===== src/rtl/bcd_pkg.sv =====
// bcd_pkg: shared types and constants for the BCD-to-binary converter
package bcd_pkg;
  typedef enum logic [1:0] {IDLE, SHIFT, DONE} bcd_state_t;
  localparam logic [3:0] BCD_DIGIT_MAX = 4'd9;
  localparam logic [3:0] BCD_ADJ_THRESH = 4'd8;
  localparam logic [3:0] BCD_ADJ_VAL = 4'd3;
  function automatic int bcd_bin_width(input int digits);
    longint m;
    int w;
    m = 1;
    for (int i = 0; i < digits; i++) m = m * 10;
    w = 0;
    while ((longint'(1) << w) < m) w++;
    return w;
  endfunction
endpackage


===== src/rtl/bcd_nibble_adjust.sv =====
// bcd_nibble_adjust: subtract 3 from a nibble that reached 8 or more after a right shift
module bcd_nibble_adjust
  import bcd_pkg::*;
(
  input  logic [3:0] n,
  output logic [3:0] q
);
  assign q = n >= BCD_ADJ_THRESH ? n - BCD_ADJ_VAL : n;
endmodule


===== src/rtl/bcd_binary.sv =====
// bcd_binary: sequential reverse double dabble BCD-to-binary converter with illegal-digit flag
module bcd_binary
  import bcd_pkg::*;
#(
  parameter int DIGITS = 4,
  parameter int BIN_W = 14
) (
  input  logic                  clk,
  input  logic                  reset,
  input  logic                  start,
  input  logic [4*DIGITS-1:0]   bcd_in,
  output logic                  busy,
  output logic                  done,
  output logic [BIN_W-1:0]      bin_out,
  output logic                  error
);
  localparam int SW = 4*DIGITS + BIN_W;
  localparam int CW = $clog2(BIN_W + 1);
  if (BIN_W < bcd_bin_width(DIGITS)) begin : g_width_check
    $error("BIN_W too small to hold the largest DIGITS-digit decimal value");
  end
  bcd_state_t state, state_nx;
  logic [SW-1:0] sr, t, t_adj;
  logic [CW-1:0] cnt;
  logic illegal;
  always_comb begin
    illegal = 1'b0;
    for (int i = 0; i < DIGITS; i++)
      if (bcd_in[4*i +: 4] > BCD_DIGIT_MAX) illegal = 1'b1;
  end
  assign t = sr >> 1;
  assign t_adj[BIN_W-1:0] = t[BIN_W-1:0];
  for (genvar d = 0; d < DIGITS; d++) begin : g_adj
    bcd_nibble_adjust u_adj (.n(t[BIN_W+4*d +: 4]), .q(t_adj[BIN_W+4*d +: 4]));
  end
  always_comb begin
    state_nx = state == IDLE  ? (start ? (illegal ? DONE : SHIFT) : IDLE) :
               state == SHIFT ? (cnt == CW'(1) ? DONE : SHIFT) : IDLE;
  end
  assign busy = state != IDLE;
  assign done = state == DONE;
  always_ff @(posedge clk or posedge reset) begin
    if (reset) begin
      state   <= IDLE;
      sr      <= '0;
      cnt     <= '0;
      bin_out <= '0;
      error   <= 1'b0;
    end else begin
      state <= state_nx;
      case (state)
        IDLE: if (start) begin
          error <= illegal;
          if (illegal) bin_out <= '0;
          else begin
            sr  <= {bcd_in, {BIN_W{1'b0}}};
            cnt <= CW'(BIN_W);
          end
        end
        SHIFT: begin
          sr  <= cnt > CW'(1) ? t_adj : t;
          cnt <= cnt - CW'(1);
          if (cnt == CW'(1)) bin_out <= t[BIN_W-1:0];
        end
        default: ;
      endcase
    end
  end
endmodule


===== config.mk =====
export PLATFORM = sky130hd
export DESIGN_NAME = bcd_binary
export DESIGN_NICKNAME = d
export VERILOG_FILES = /design/src/rtl/bcd_pkg.sv /design/src/rtl/bcd_nibble_adjust.sv /design/src/rtl/bcd_binary.sv
export SDC_FILE = /design/constraint.sdc
export NUM_CORES = 1
export LEC_CHECK = 0
export BUFFER_PORTS_ARGS = -buffer_cell sky130_fd_sc_hd__buf_2
export CORE_MARGIN = 2
export CORE_UTILIZATION = 50
export DETAILED_ROUTE_END_ITERATION = 10
export PLACE_DENSITY = 0.71
export SYNTH_ARGS = -nofsm -noshare
export SYNTH_HDL_FRONTEND = slang
export SYNTH_SLANG_ARGS = --single-unit

===== constraint.sdc =====
create_clock -name clk -period 2.35 [get_ports clk]
set_input_delay 0.1175 -clock clk [delete_from_list [all_inputs] [get_ports clk]]
set_output_delay 0.1175 -clock clk [all_outputs]
set_load 0.02 [all_outputs]

-- Word-level counts from Yosys, hierarchy flattened
Index checks and enable logic that the tools add are counted.
W data, S select, Z words.
- register bits: 51
- word-level logic and storage cells: 56
- add/subtract/negate cells: 5
- order comparisons: 9
- eq/ne operators: 7
- multiplexer cells: 24
- reductions and logical operators: 6
- operator list (kind ; count):
    $mux W30 ; 3
    $pmux W30 S2 ; 1
    $mux W14 ; 3
    $pmux W14 S2 ; 1
    $mux W4 ; 6
    $gt A4 B4 Y1 const B ; 4
    $ge A4 B4 Y1 const B ; 3
    $sub A4 B2 Y4 const B ; 3
    $mux W2 ; 5
    $pmux W4 S2 ; 1
    $ne A2 B2 Y1 const B ; 3
    $eq A4 B1 Y1 const B ; 1
    $ge A3 B4 Y1 const B ; 1
    $gt A4 B1 Y1 const B ; 1
    $mux W1 ; 4
    $reduce_and A4 Y1 ; 1
    $reduce_bool A2 Y1 ; 2
    $sub A3 B2 Y4 const B ; 1
    $sub A4 B1 Y4 const B ; 1
    $reduce_and A3 Y1 ; 1
    $eq A2 B1 Y1 const B ; 1
    $eq A2 B2 Y1 const B ; 1
    $logic_not A2 Y1 ; 1
    $ne A2 B1 Y1 const B ; 1
    $reduce_and A2 Y1 ; 1

-- Depth between registers and ports, before layout
Gate-level depths: netlist (run 1).
- depth in word-level cells: 8
- gate-level depth with buffers: 7
- mapped depth without buffers: 6

-- Cells and area by module
Synthesis (run 1) repeated with hierarchy kept, for this count alone.
- cells, all modules: 258
- area, all modules: 2705.1 µm²
- modules (own cells, without submodules) (module ; times used ; cells each ; area an instance (µm²)):
    bcd_binary ; 1 ; 214 ; 2399.8
    bcd_nibble_adjust ; 4 ; 11 ; 76.3

-- Least setup slack after synthesis (run 1)
Ideal clock, no wire load.
- path type: reg-to-reg
- from: register cnt[0]
- to: register sr[16]
- library setup time: 0.065 ns
- arrival time: 1.559 ns
- slack: 0.726 ns
- stages on the path, launching flop included: 7
- period minus slack after synthesis: 1.624 ns
- cells stage by stage: dfrtp_1 -> inv_1 -> ha_1 -> or2_2 -> a211oi_1 -> mux2i_1 -> o221a_2
- longest elaborated chain between the ends: 3
- RTL lines (element ; RTL line ; text):
    start: declaration ; bcd_binary.sv:24 ; logic [CW-1:0] cnt;
    start signal: assignment ; bcd_binary.sv:57 ; cnt <= CW'(BIN_W);
    start signal: assignment ; bcd_binary.sv:62 ; cnt <= cnt - CW'(1);
    $gt A4 B1 Y1 ; bcd_binary.sv:61 ; sr <= cnt > CW'(1) ? t_adj : t;
    $mux W30 ; bcd_binary.sv:61 ;
    $pmux W30 S2 ; bcd_binary.sv:51 ; case (state)
    end signal: assignment ; bcd_binary.sv:56 ; sr <= {bcd_in, {BIN_W{1'b0}}};
    end signal: assignment ; bcd_binary.sv:61 ;
    end: declaration ; bcd_binary.sv:23 ; logic [SW-1:0] sr, t, t_adj;
No other way between the ends.
A chain may end at the register's enable or synchronous reset.

-- Final worst setup path (run 1)
Ends and elaborated chain as after synthesis.

==> results of run 1 <==
-- per-stage QoR --
| step | instance area, sq um | hold WS, ps | worst slack (ps) |
|---|---|---|---|
| global route | 2720 | 79.3 | 372 |
| CTS | 2720 | 53.0 | 567 |
| detailed placement | 2610 | 259 | 579 |
| global placement | 2610 | 253 | 663 |
| floorplan | 2400 | 271 | 726 |
| finish | 2720 | 56.7 | 555 |
-- synth_stat cells --
master	instances
o21ai_0	7
and3_4	1
buf_6	3
o22ai_1	2
a32o_1	1
nand2b_1	6
mux2i_1	6
nand2_1	3
nor2_2	1
o221a_2	6
a2bb2oi_1	2
and2b_1	2
a41oi_1	1
a31oi_1	3
xnor2_1	3
nand4_1	1
a211oi_1	2
a222oi_1	6
inv_1	21
a21o_1	1
o21ai_2	7
a21oi_1	3
buf_2	6
and2_1	4
dfrtp_1	50
nor3_1	3
nor2_1	12
a21oi_2	1
nand3_1	4
or2_2	2
ha_1	8
o21ai_1	2
and4_4	1
a22oi_1	1
or2_4	1
a22o_1	27
-- how the worst max path moves through the flow --
stage	to	cells after the start	slack, ps
finish	sr[16]	6	550
floorplan	sr[16]	6	730
CTS	sr[16]	6	570
detailed placement	sr[14]	6	580
global placement	sr[16]	6	660
global route	sr[14]	6	370
-- final cells by class --
cell class	count	area, sq um
Multi-Input combinational cell	130	1000
Fill cell	404	1940
Clock buffer	5	68.8
Inverter	21	78.8
Timing Repair Buffer	41	223
Tap cell	54	67.6
Clock inverter	3	26.3
Sequential cell	50	1250
-- cell families (layout without fill, tap and decap cells) --
| logic type | count (synthesis) | in the layout | synth area share [%] |
|---|---|---|---|
| AO/OA/AOI/OAI | 72 | 72 | 24.7 |
| AND/OR/NAND/NOR | 41 | 41 | 9.39 |
| adder cells (fa/ha/maj) | 8 | 8 | 4.18 |
| XOR/XNOR | 3 | 3 | 1.10 |
| flip-flops | 50 | 50 | 52.2 |
| buffers and inverters | 30 | 70 | 5.95 |
| multiplexers | 6 | 6 | 2.51 |
-- state kept, by name, summed over array words and instances, names as in the netlist --
| register | cells |
|---|---|
| bin_out | 14 |
| cnt | 4 |
| state | 2 |
| error | 1 |
| sr | 29 |
-- repair_timing --
item	4_1_cts	5_1_grt
buffers inserted	0	0
endpoints found under the hold margin	30	0
hold buffers	1	0
-- critical path, stage by stage, from the launching register on --
cell,delay [ps]
dfrtp_1,380
inv_1,70
ha_1,230
or2_2,310
a211oi_1,310
mux2i_1,240
o221a_2,190
-- metal layers --
layer / routed length [um] / vias to the layer above
met3: 245 / 7
met2: 2410 / 48
li1: - / 848
met4: 68 / 0
met1: 2450 / 885
met5: 0 / -
-- power by group --
part	total, mW	switching, mW	internal (mW)
Sequential	1.31	0.214	1.09
Clock	0.535	0.316	0.220
Combinational	0.942	0.492	0.451
Total	2.79	1.02	1.76
==> flow_summary.yaml, run 1 <==
pwr:
  ir_worst_vdd_uv: 626
  p_leak_nw: 1.36
  powerDensity_nw_per_um2: 1020
  finalPower_mw: 2.79
status:
  status: "completed"
timing:
  max_freq_mhz: 557
  finClkSkew_ps: 9.29
  slew_headroom_pct: 55.1
  finalMaxSlewViolations: 0
  tightest_slew_ps: 673
  setup_tns_ps: 0
  fin_crit_sh_pct: 76.4
  min_period_ps: 1800
  setup_viol: 0
  rsz0062_at_grt: "no"
  hold_viol: 0
min_path:
  min_delay_path_depth: 3
  hold_class: "input port to register"
  min-delay-start: "bcd_in[8]"
  whs_endpoint: "sr[22]"
synthesis:
  yosysUniqueCellTypes: 36
  synthCells: 210
  ys_seq_elements: 50
  synth_area_per_cell_sq_um: 11.4
  syn_nets: 237
  netlist.area_leader.share_pct: 52.2
  yosysWarnings: 0
  synth_area_leaders: "dfrtp_1, a22o_1, ha_1, inv_1, o221a_2"
  synth.yosys.seq_area_share_pct: 52.2
  mappedNetlistArea_sq_um: 2400
  yosys.area.top_type: "dfrtp_1"
routing:
  drtIter0Drc: 147
  drc: 0
  drt_pass1_iterations: 4
  drt_wl_total_um: 5170
  wl_per_cell_um: 17.0
  antenna_left: 0
  vias: 1788
  vias_per_cell: 5.88
global_routing:
  antenna_found_initial: 0
  top_usage_layer: "met2"
  grt_pass1_vias: 1766
  overflow: 0
  use_met3_pct: 3.73
  grtUsageMet1_pct: 31.1
  grt_max_degree: 33
  use_met2_pct: 33.1
  grt_pass1_wl_um: 8740
  grt_usage_pct: 21.6
place:
  dp.cells: 295
  io_buffers: 35
  post-dp-hpwl_um: 3730
  place.gp.congestion: 0.867
cts:
  clk_pin_slew_ps: 100
  cts_resized: 0
  cts_sinks: 50
  h-tree-depth: 2
  clock_latency_ps: 310
  cts_inserted_buffers: 5
  clock-root-buffer: "clkbuf_8"
  clockBufferDepth: 2
  cts_tree: "yes"
final_layout:
  diodes: 0
  final_cells: 304
  layout_common_cells: "dfrtp_1, buf_2, a22o_1"
  drive_above_1_share_pct: 27.6
  area_growth_pct: 13.4
  utilization_pct: 58.3
  fin_nets: 276
  layout_commonest_cell: "dfrtp_1"
die:
  die_w_um: 73.2
  die_area_sq_um: 5360
  initial_core_util_pct: 51.4
  core_area_sq_um: 4660
  ioPinCount: 36
  num_rows: 25
  dieHeight_um: 73.2
critical_path:
  r2r-end: "sr[16]"
  start_kind: "register"
  cp_data_required_time_ps: 2600
  critPathArrivalTime_ps: 2050
  endpoint_kind: "register"
  worstPathMaxFanout: 4
  r2r_cells: 6
  r2r_start: "cnt[0]"
  critPathKind: "register to register"
  cp-startpoint: "cnt[0]"
  rrSetupSlack_ps: 550
job:
  maxCapViolCount: 0
No activity file was read; power rests on OpenSTA's default activity.
==> inputs of run 2 (changes only) <==
==> constraint.sdc (replaced) <==
create_clock -name clk -period 1.7 [get_ports clk]
set_input_delay 0.085 -clock clk [delete_from_list [all_inputs] [get_ports clk]]
set_output_delay 0.085 -clock clk [all_outputs]
set_load 0.02 [all_outputs]
==> flow_summary.yaml, run 2 (synthesis gave the netlist of run 1 again) <==
pwr:
  p_leak_nw: 1.40
  ir_worst_vdd_uv: 834
  powerDensity_nw_per_um2: 1460
  finalPower_mw: 4.14
routing:
  vias: 1823
  drc: 0
  drtIter0Drc: 183
  drt_pass1_iterations: 4
  vias_per_cell: 5.90
  drt_wl_total_um: 5310
  antenna_left: 0
  wl_per_cell_um: 17.2
final_layout:
  final_cells: 309
  largest_reg_flops: 29
  layout_commonest_cell: "dfrtp_1"
  diodes: 0
  area_growth_pct: 18.4
  regMostFlops: "sr"
  utilization_pct: 60.9
  layout_common_cells: "dfrtp_1, buf_2, a22o_1"
  drive_above_1_share_pct: 32.2
  biggestRegsByFlops: "sr: 29 flops, bin_out: 14 flops, cnt: 4 flops"
  fin_nets: 281
  fillers: 382
cts:
  h-tree-depth: 2
  cts_sinks: 50
  clock_latency_ps: 310
  clk_pin_slew_ps: 90
  cts_inserted_buffers: 5
  cts_tree: "yes"
  clockBufferDepth: 2
  clock-root-buffer: "clkbuf_8"
critical_path:
  rrSetupSlack_ps: 40
  worstPathMaxFanout: 3
  critPathArrivalTime_ps: 1910
  endpoint_kind: "register"
  start_kind: "register"
  cp_data_required_time_ps: 1950
  critPathKind: "register to register"
  r2r_cells: 6
global_routing:
  grt_max_degree: 51
  antenna_found_initial: 0
  grt_pass1_wl_um: 8720
  overflow: 0
  grt_usage_pct: 21.4
  grt_pass1_vias: 1763
job:
  maxCapViolCount: 0
timing:
  whs_ps: 18.8
  min_period_ps: 1660
  setup_ws_ps: 35.2
  setup_viol: 0
  finClkSkew_ps: 12.3
  hold_viol: 0
  tightest_slew_ps: 458
  slew_headroom_pct: 69.4
  fin_crit_sh_pct: 97.9
  max_freq_mhz: 601
  finalMaxSlewViolations: 0
die:
  die_w_um: 73.2
  ioPinCount: 36
  initial_core_util_pct: 51.4
  dieHeight_um: 73.2
  core_area_sq_um: 4660
  die_area_sq_um: 5360
  num_rows: 25
place:
  place.gp.congestion: 0.892
  pre_cts_slack_ps: 8.55
  post-dp-hpwl_um: 3610
  dp.cells: 300
  io_buffers: 35
min_path:
  min_delay_path_depth: 3
  hold_class: "input port to register"
status:
  status: "completed"
==> run 2: routing by layer <==
| layer | up-vias | GRT usage, % | part of all wire (%) |
|---|---|---|---|
| met3 | 7 | 6.08 | 4.3 |
| met4 | 0 | 4.94 | 1.1 |
| met2 | 52 | 32.0 | 47 |
| met5 | - | 0 | 0 |
| li1 | 861 | - | - |
| met1 | 903 | 30.9 | 48 |
==> run 2: cell type report <==
class | count | area, sq um | share of cell area [%]
Sequential cell | 50 | 1250 | 44.1
Multi-Input combinational cell | 130 | 1050 | 37.0
Clock buffer | 5 | 68.8 | 2.43
Tap cell | 54 | 67.6 | 2.38
Inverter | 21 | 78.8 | 2.78
Timing Repair Buffer | 46 | 273 | 9.61
Clock inverter | 3 | 47.5 | 1.68
==> run 2: timing repair <==
item / in CTS / in global routing
buffers inserted: 0 / 0
gates resized for setup: 0 / 12
hold buffers: 1 / 0
pin swaps: 0 / 0
endpoints found under the hold margin: 50 / 0
endpoints found under the setup margin: 2 / 24
cloned: 0 / 0
==> run 2: metrics by stage <==
| stage | setup TNS [ps] | area (sq um) |
|---|---|---|
| 2_1_floorplan | 0 | 2400 |
| 6_report | 0 | 2840 |
| 3_5_place_dp | 0 | 2660 |
| 3_3_place_gp | 0 | 2660 |
| 4_1_cts | -54.6 | 2790 |
| 5_1_grt | -43.0 | 2840 |
==> run 2: power breakdown <==
group          switching (mW)  internal [mW]  total, mW
sequential              0.303           1.51       1.81
clock                   0.415          0.446      0.861
combinational           0.737          0.731       1.47
==> run 2: critical path: stages, from the launching register on <==
cell	delay [ps]
dfrtp_1	380
inv_2	70
ha_2	200
or2_4	280
a211oi_2	260
mux2i_1	220
o221a_2	190
==> run 2: path summary, 6_finish.rpt <==
kind                                 from         end
worst min-delay path            bcd_in[8]      sr[22]
max in group asynchronous           reset  bin_out[5]
worst max register to register     cnt[1]      sr[20]
worst min register to register     sr[29]      sr[29]
min in group asynchronous           reset      sr[19]
worst max-delay path               cnt[1]      sr[20]
